==> config.mk <==
export PLATFORM = sky130hd
export DESIGN_NAME = instr_buffer
export DESIGN_NICKNAME = d
export VERILOG_FILES = /design/src/rtl/instr_buffer_pkg.sv /design/src/rtl/instr_buffer.sv
export SDC_FILE = /design/constraint.sdc
export NUM_CORES = 1
export LEC_CHECK = 0
export BUFFER_PORTS_ARGS = -buffer_cell sky130_fd_sc_hd__buf_4
export CAP_MARGIN = 10
export CORE_ASPECT_RATIO = 0.6
export CORE_MARGIN = 5
export CORE_UTILIZATION = 45
export CTS_CLUSTER_SIZE = 30
export DETAILED_ROUTE_END_ITERATION = 8
export HOLD_SLACK_MARGIN = 0.1
export PLACE_DENSITY_LB_ADDON = 0.25
export REMOVE_ABC_BUFFERS = 1
export SYNTH_ARGS = -nofsm -noshare
export SYNTH_HDL_FRONTEND = slang
export SYNTH_SLANG_ARGS = --single-unit
==> constraint.sdc <==
create_clock -name clk -period 15.06 [get_ports clk]
set_input_delay 0.753 -clock clk [delete_from_list [all_inputs] [get_ports clk]]
set_output_delay 0.753 -clock clk [all_outputs]
set_load 0.01 [all_outputs]
==> src/rtl/instr_buffer_pkg.sv <==
// Shared fetch/buffer/decode definitions for the instruction buffer.
// Fetch, the buffer and decode all use this one struct definition.
package instr_buffer_pkg;

  typedef struct packed {
    logic        valid;
    logic [31:0] pc;
    logic [31:0] instruction;
    logic        excp;
    logic [15:0] excp_num;
  } instr_buffer_info_t;

  localparam int IB_INFO_W = $bits(instr_buffer_info_t);

endpackage

==> src/rtl/instr_buffer.sv <==
// Instruction buffer: circular FIFO between fetch and decode/dispatch.
// It accepts up to IF_WIDTH fetched instructions per cycle and presents
// the oldest DECODE_WIDTH entries, with slot 0 being the oldest.
// Entries retire in order according to the backend's per-slot accept
// mask, so a partial issue of slot 0 alone is absorbed without stalling
// fetch.
module instr_buffer
  import instr_buffer_pkg::*;
#(
  parameter int IF_WIDTH     = 2,
  parameter int DECODE_WIDTH = 2,
  parameter int BUFFER_SIZE  = 8
) (
  input  logic                                  clk,
  input  logic                                  rst,
  input  instr_buffer_info_t [IF_WIDTH-1:0]     frontend_instr_i,
  output logic                                  frontend_stallreq_o,
  input  logic [DECODE_WIDTH-1:0]               backend_accept_i,
  output instr_buffer_info_t [DECODE_WIDTH-1:0] backend_instr_o,
  input  logic                                  flush_i,
  input  logic                                  stall_i
);

  localparam int IDX_W = $clog2(BUFFER_SIZE);
  localparam int PTR_W = IDX_W + 1;
  // Stall once a full packet would no longer fit in the free entries.
  localparam logic [PTR_W-1:0] STALL_LIMIT = PTR_W'(BUFFER_SIZE - IF_WIDTH);

  // Pointers carry an extra wrap bit so full and empty are distinguishable.
  logic [PTR_W-1:0] head;
  logic [PTR_W-1:0] tail;
  logic [PTR_W-1:0] count;
  logic [PTR_W-1:0] push_cnt;
  logic [PTR_W-1:0] pop_cnt;

  logic [DECODE_WIDTH-1:0] out_valid;
  logic [DECODE_WIDTH-1:0] eff_accept;
  logic                    accept_chain;

  instr_buffer_info_t mem [BUFFER_SIZE];

  assign count = tail - head;

  // Registered count only: there is no combinational path from accept to stall.
  assign frontend_stallreq_o = (count > STALL_LIMIT);

  // Number of entries in the fetch packet. Valid bits form a prefix mask.
  always_comb begin
    push_cnt = '0;
    for (int i = 0; i < IF_WIDTH; i++) begin
      if (frontend_instr_i[i].valid) begin
        push_cnt = push_cnt + PTR_W'(1);
      end
    end
  end

  // In-order retire: a slot retires only if every older slot retires too.
  always_comb begin
    out_valid    = '0;
    eff_accept   = '0;
    pop_cnt      = '0;
    accept_chain = ~stall_i;
    for (int k = 0; k < DECODE_WIDTH; k++) begin
      out_valid[k]  = (count > PTR_W'(k));
      eff_accept[k] = accept_chain & backend_accept_i[k] & out_valid[k];
      accept_chain  = eff_accept[k];
      if (eff_accept[k]) begin
        pop_cnt = pop_cnt + PTR_W'(1);
      end
    end
  end

  // Present the oldest entries. Invalid slots are forced to all-zero.
  always_comb begin
    for (int k = 0; k < DECODE_WIDTH; k++) begin
      backend_instr_o[k] = '0;
      if (out_valid[k]) begin
        backend_instr_o[k]       = mem[head[IDX_W-1:0] + IDX_W'(k)];
        backend_instr_o[k].valid = 1'b1;
      end
    end
  end

  // Write the accepted fetch packet at the tail. Indices wrap on the low bits.
  always_ff @(posedge clk) begin
    if (!rst && !flush_i && !frontend_stallreq_o) begin
      for (int i = 0; i < IF_WIDTH; i++) begin
        if (frontend_instr_i[i].valid) begin
          mem[tail[IDX_W-1:0] + IDX_W'(i)] <= frontend_instr_i[i];
        end
      end
    end
  end

  // Pointer update: reset over flush over normal push/pop.
  always_ff @(posedge clk) begin
    if (rst) begin
      head <= '0;
      tail <= '0;
    end else if (flush_i) begin
      head <= '0;
      tail <= '0;
    end else begin
      head <= head + pop_cnt;
      if (!frontend_stallreq_o) begin
        tail <= tail + push_cnt;
      end
    end
  end

endmodule

* Word level (Yosys, flattened, before mapping)
Memories as Yosys holds them, arrays and structs flattened. A register that Yosys moved wholly into a read port is not among the register bits.
Cells that the tools add are included.
** Cells by class
- Add/subtract/negate cells :: 7
- $mul :: 0
- Div/mod/pow operators :: 0
- Order comparisons :: 3
- Equality and inequality tests :: 0
- Shifts and indexed selects :: 0
- Multiplexer cells :: 13
- Bitwise gates (word level) :: 5
- Reductions and logical operators :: 6
** Operator list (count)
- 2-to-1 mux 82 bit :: 2
- adder 4 x 1 -> 4 bit, second input constant :: 2
- adder 4 bit :: 2
- greater-than comparator 4 x 1 -> 1 bit, second input constant :: 2
- 2-to-1 mux 1 bit :: 8
- 2-to-1 mux 4 bit :: 2
- adder 3 x 1 -> 3 bit, second input constant :: 2
- bitwise AND 1 bit :: 4
- greater-than comparator 4 x 3 -> 1 bit, second input constant :: 1
- subtractor 4 bit :: 1
- logical NOT 1 bit :: 3
- 2-to-1 mux 3 bit :: 1
- logical AND 1 bit :: 2
- OR reduction 2 bit :: 1
- NOT 1 bit :: 1
** Word-level totals
- Register bits after elaboration :: 8
- Bits in latches :: 0
- RAM bits :: 656
- ROM bits :: 0
- Input bits :: 170
- Memories :: 1
** Memory list
- mem :: depth 8, bits a word 82, read ports 2, clocked after Yosys merged registers in 1, wr ports 2, line instr_buffer.sv:40 : instr_buffer_info_t mem [BUFFER_SIZE];

* Depth between registers and ports, before layout
- Depth after elaboration :: 8
- Gate-level depth with buffers :: 17
- Gate-level depth less buffers :: 14

* Worst setup path after synthesis
No wires, ideal clock.
- Path kind :: register -> register
- Start point :: register head[1]
- End point :: memory mem[0][0] (netlist name) (enable)
- Setup time :: 0.547 ns
- Arrival time :: 6.976 ns
- Data required time :: 14.513 ns
- Setup slack :: 7.537 ns
- Stages on the path, launching flop included :: 13
- Path buffers :: 5
- Period minus slack after synthesis :: 7.523 ns
- Cell sequence :: dfxtp_1 -> clkbuf_1 -> buf_1 -> clkbuf_1 -> inv_1 -> fa_1 -> xnor2_1 -> nand3b_1 -> o41ai_2 -> buf_2 -> or2_2 -> buf_2 -> a21oi_1
** RTL lines
- start, declared :: line instr_buffer.sv:30 : logic [PTR_W-1:0] head;
- start signal, assigned :: line instr_buffer.sv:104 : head <= head + pop_cnt;
- end, declared :: line instr_buffer.sv:40

==> results.ini <==
[run_status]
outcome=finished clean

[final_layout]
multi_input_area_mm2=0.01756
finalNetCount=2870
fin_area_mm2=0.04375
final_core_util_pct=52.39
ff_latch_area_mm2=0.01963
synthToLayoutAreaGrowth_pct=15.50
num-fill-cells=6974
drive_gt1_share_pct=53.28

[min_path]
worstHoldPathType=primary input to flop

[detailed_routing]
vias=24540
wl_per_cell_um=30.88
routed_wl_mm=119.7
post_drt_via_cell_ratio=6.332
drc=0
drtPass1Iterations=5
drtIter0Drc=2419
postRouteAntennaNets=0

[critical_path]
worst_r2r_endpoint=mem[5][63]$_DFFE_PP_
start_kind=flop
critPathLaunch=head[1]$_SDFF_PP0_
crit_type=flop to output port
crit_path_end=backend_instr_o[135]
cp_max_fo=53
worst-r2r-cell-count=11
worstReg2RegStart=head[1]$_SDFF_PP0_
cp_data_arrival_time_ps=5450
rrSetupSlack_ps=9480
end_kind=output port
cp_data_required_time_ps=14310

[power_and_ir_drop]
switching_share_pct=25.99
p_leak_nw=14.16
p_int_mw=3.382
share_seq_of_total_power_pct=45.2
power_density_mw_per_mm2=104.4
ir_worst_vdd_mv=0.06903
switching_power_mw=1.188
power_frac_comb_pct=17.4
p_total_mw=4.570
clock_power_share_pct=37.5

[global_route]
grt_max_degree=64
first_global_vias=25760
antenna_found_initial=24
grt_pass1_wl_mm=176.5
track_usage_pct=26.28
grt.overflow.total=0

[synth]
synth_cell_types=41
synth_cells=2424
yosysTopAreaCell=edfxtp_1
avgSynthCellArea_um2=15.63
async_flop_share_pct=0
netlist.area_leader.share_pct=51.37
synth_flop_cell=edfxtp_1
ys_seq_area_share_pct=51.79
ys_warn_count=0
netlist_area_mm2=0.03788
synth_seq_cells=656
synth.area.top_cells=edfxtp_1 51%, mux4_2 19%, mux2_2 19%
synthTopCellsByCount=648 x edfxtp_1, 625 x mux2_2, 338 x nand2_1
yosysMostFrequentCell=edfxtp_1
synth_edf_count=648

[clock_tree]
postCtsSetupBuffers=0
cts_max_level=3
cts_made_buffers=67
cts-resized-gates=0
clock_latency_ps=640
clkTransAtPathRegs_ps=60
hold_buffers=0
clkSinkCount=656
cts_tree=yes
root_buffer=clkbuf_16
clockBufferDepth=3

[placed_design]
dp_hpwl_mm=66.94
io_buffers=334
dpl_cell_area_mm2=0.04158
gp_congestion=0.8236
post-place-ws_ps=9485

[sta]
slew_headroom_pct=21.93
tightestPinTransition_ps=1171
finClkSkew_ps=25.36
timing.fmax_mhz=161.3
holdWs_ps=464.5
slew_viol_final=0
setup_slack_ps=8860
layout_min_cycle_time_ps=6200
finalHoldViolCount=0
grt_setup_unrepaired=no
finalSetupViolations=0
finalCritPeriodShare_pct=41.17

[floorplanning]
design.core.area_mm2=0.08352
dieArea_mm2=0.09027
ios=335
die_x_um=384.6
die_y_um=234.7
initial_utilization_pct=45.36
num_rows=82

[job]
max_cap_violations=0

-- power groups by stage --
stage | sequential [mW] | combinational (mW) | clock, mW
finish | 2.06 | 0.793 | 1.71
global route | 2.07 | 0.841 | 1.82
CTS | 2.06 | 0.796 | 1.74
detailed placement | 2.10 | 0.793 | 0
global placement | 2.10 | 0.781 | 0
floorplan | 2.12 | 0.477 | 0
-- cell families after synthesis --
family	synth area share, %
multiplexers	38.53
flip-flops	51.79
AND/OR/NAND/NOR	4.092
buffers and inverters	2.329
AO/OA/AOI/OAI	2.556
adder cells (fa/ha/maj)	0.5219
XOR/XNOR	0.1849
-- layer usage --
layer	GRT usage [%]	vias up	part of all wire [%]
li1	-	10250	-
met1	35.91	12980	40
met2	42.74	1093	49
met3	6.152	184	8.8
met4	6.804	28	2.3
met5	0	-	0.14
-- critical path, cell delays in order (launching register included) --
cell and delay, ps:
dfxtp_4 670, buf_4 750, ha_4 410, buf_4 810, buf_4 920, mux4_2 370, nand2_1 50, a21oi_1 510
buf_4 230
-- registers in the layout, summed over array words and instances, names as in the netlist --
register and flops:
head 4, mem 648, tail 4
-- per-stage QoR --
stage	TNS, ps	cells
after floorplan	-2253140	2229
after global placement	0	3751
after detailed placement	0	3751
after CTS	0	3865
after global routing	0	3873
final	0	3875
-- worst min path at each step --
stage | startpoint | slack, ps | cells past startpoint | endpoint
floorplan | tail[3]$_SDFFE_PP0N_ | 460 | 2 | tail[3]$_SDFFE_PP0N_
global placement | tail[3]$_SDFFE_PP0N_ | 490 | 2 | tail[3]$_SDFFE_PP0N_
detailed placement | tail[3]$_SDFFE_PP0N_ | 500 | 2 | tail[3]$_SDFFE_PP0N_
CTS | flush_i | 400 | 3 | head[1]$_SDFF_PP0_
global route | frontend_instr_i[91] | 440 | 2 | mem[5][9]$_DFFE_PP_
finish | flush_i | 460 | 3 | head[1]$_SDFF_PP0_
-- final cells by class --
cell class	count	share of cell area [%]
clock buffer	85	4.181
multi-input combinational	1560	40.14
clock inverter	29	0.7378
timing repair buffer	388	6.657
antenna	10	0.05719
tap	1134	3.243
inverter	13	0.1172
sequential	656	44.86
-- layout by cell type (no fill, tap or decap), types with 4 or more instances in the layout --
cell type,count
buf_4,388
clkinv_2,4
a21oi_4,6
mux4_2,324
nand2_1,338
bufinv_16,7
clkbuf_1,14
mux2_1,23
diode_2,10
inv_1,12
clkbuf_16,71
a21oi_1,165
ha_1,10
nor3_4,7
clkinvlp_4,4
mux2_2,625
nor2_1,13
clkinv_1,12
edfxtp_1,648
dfxtp_1,5
(Power assumes the default switching activity.)
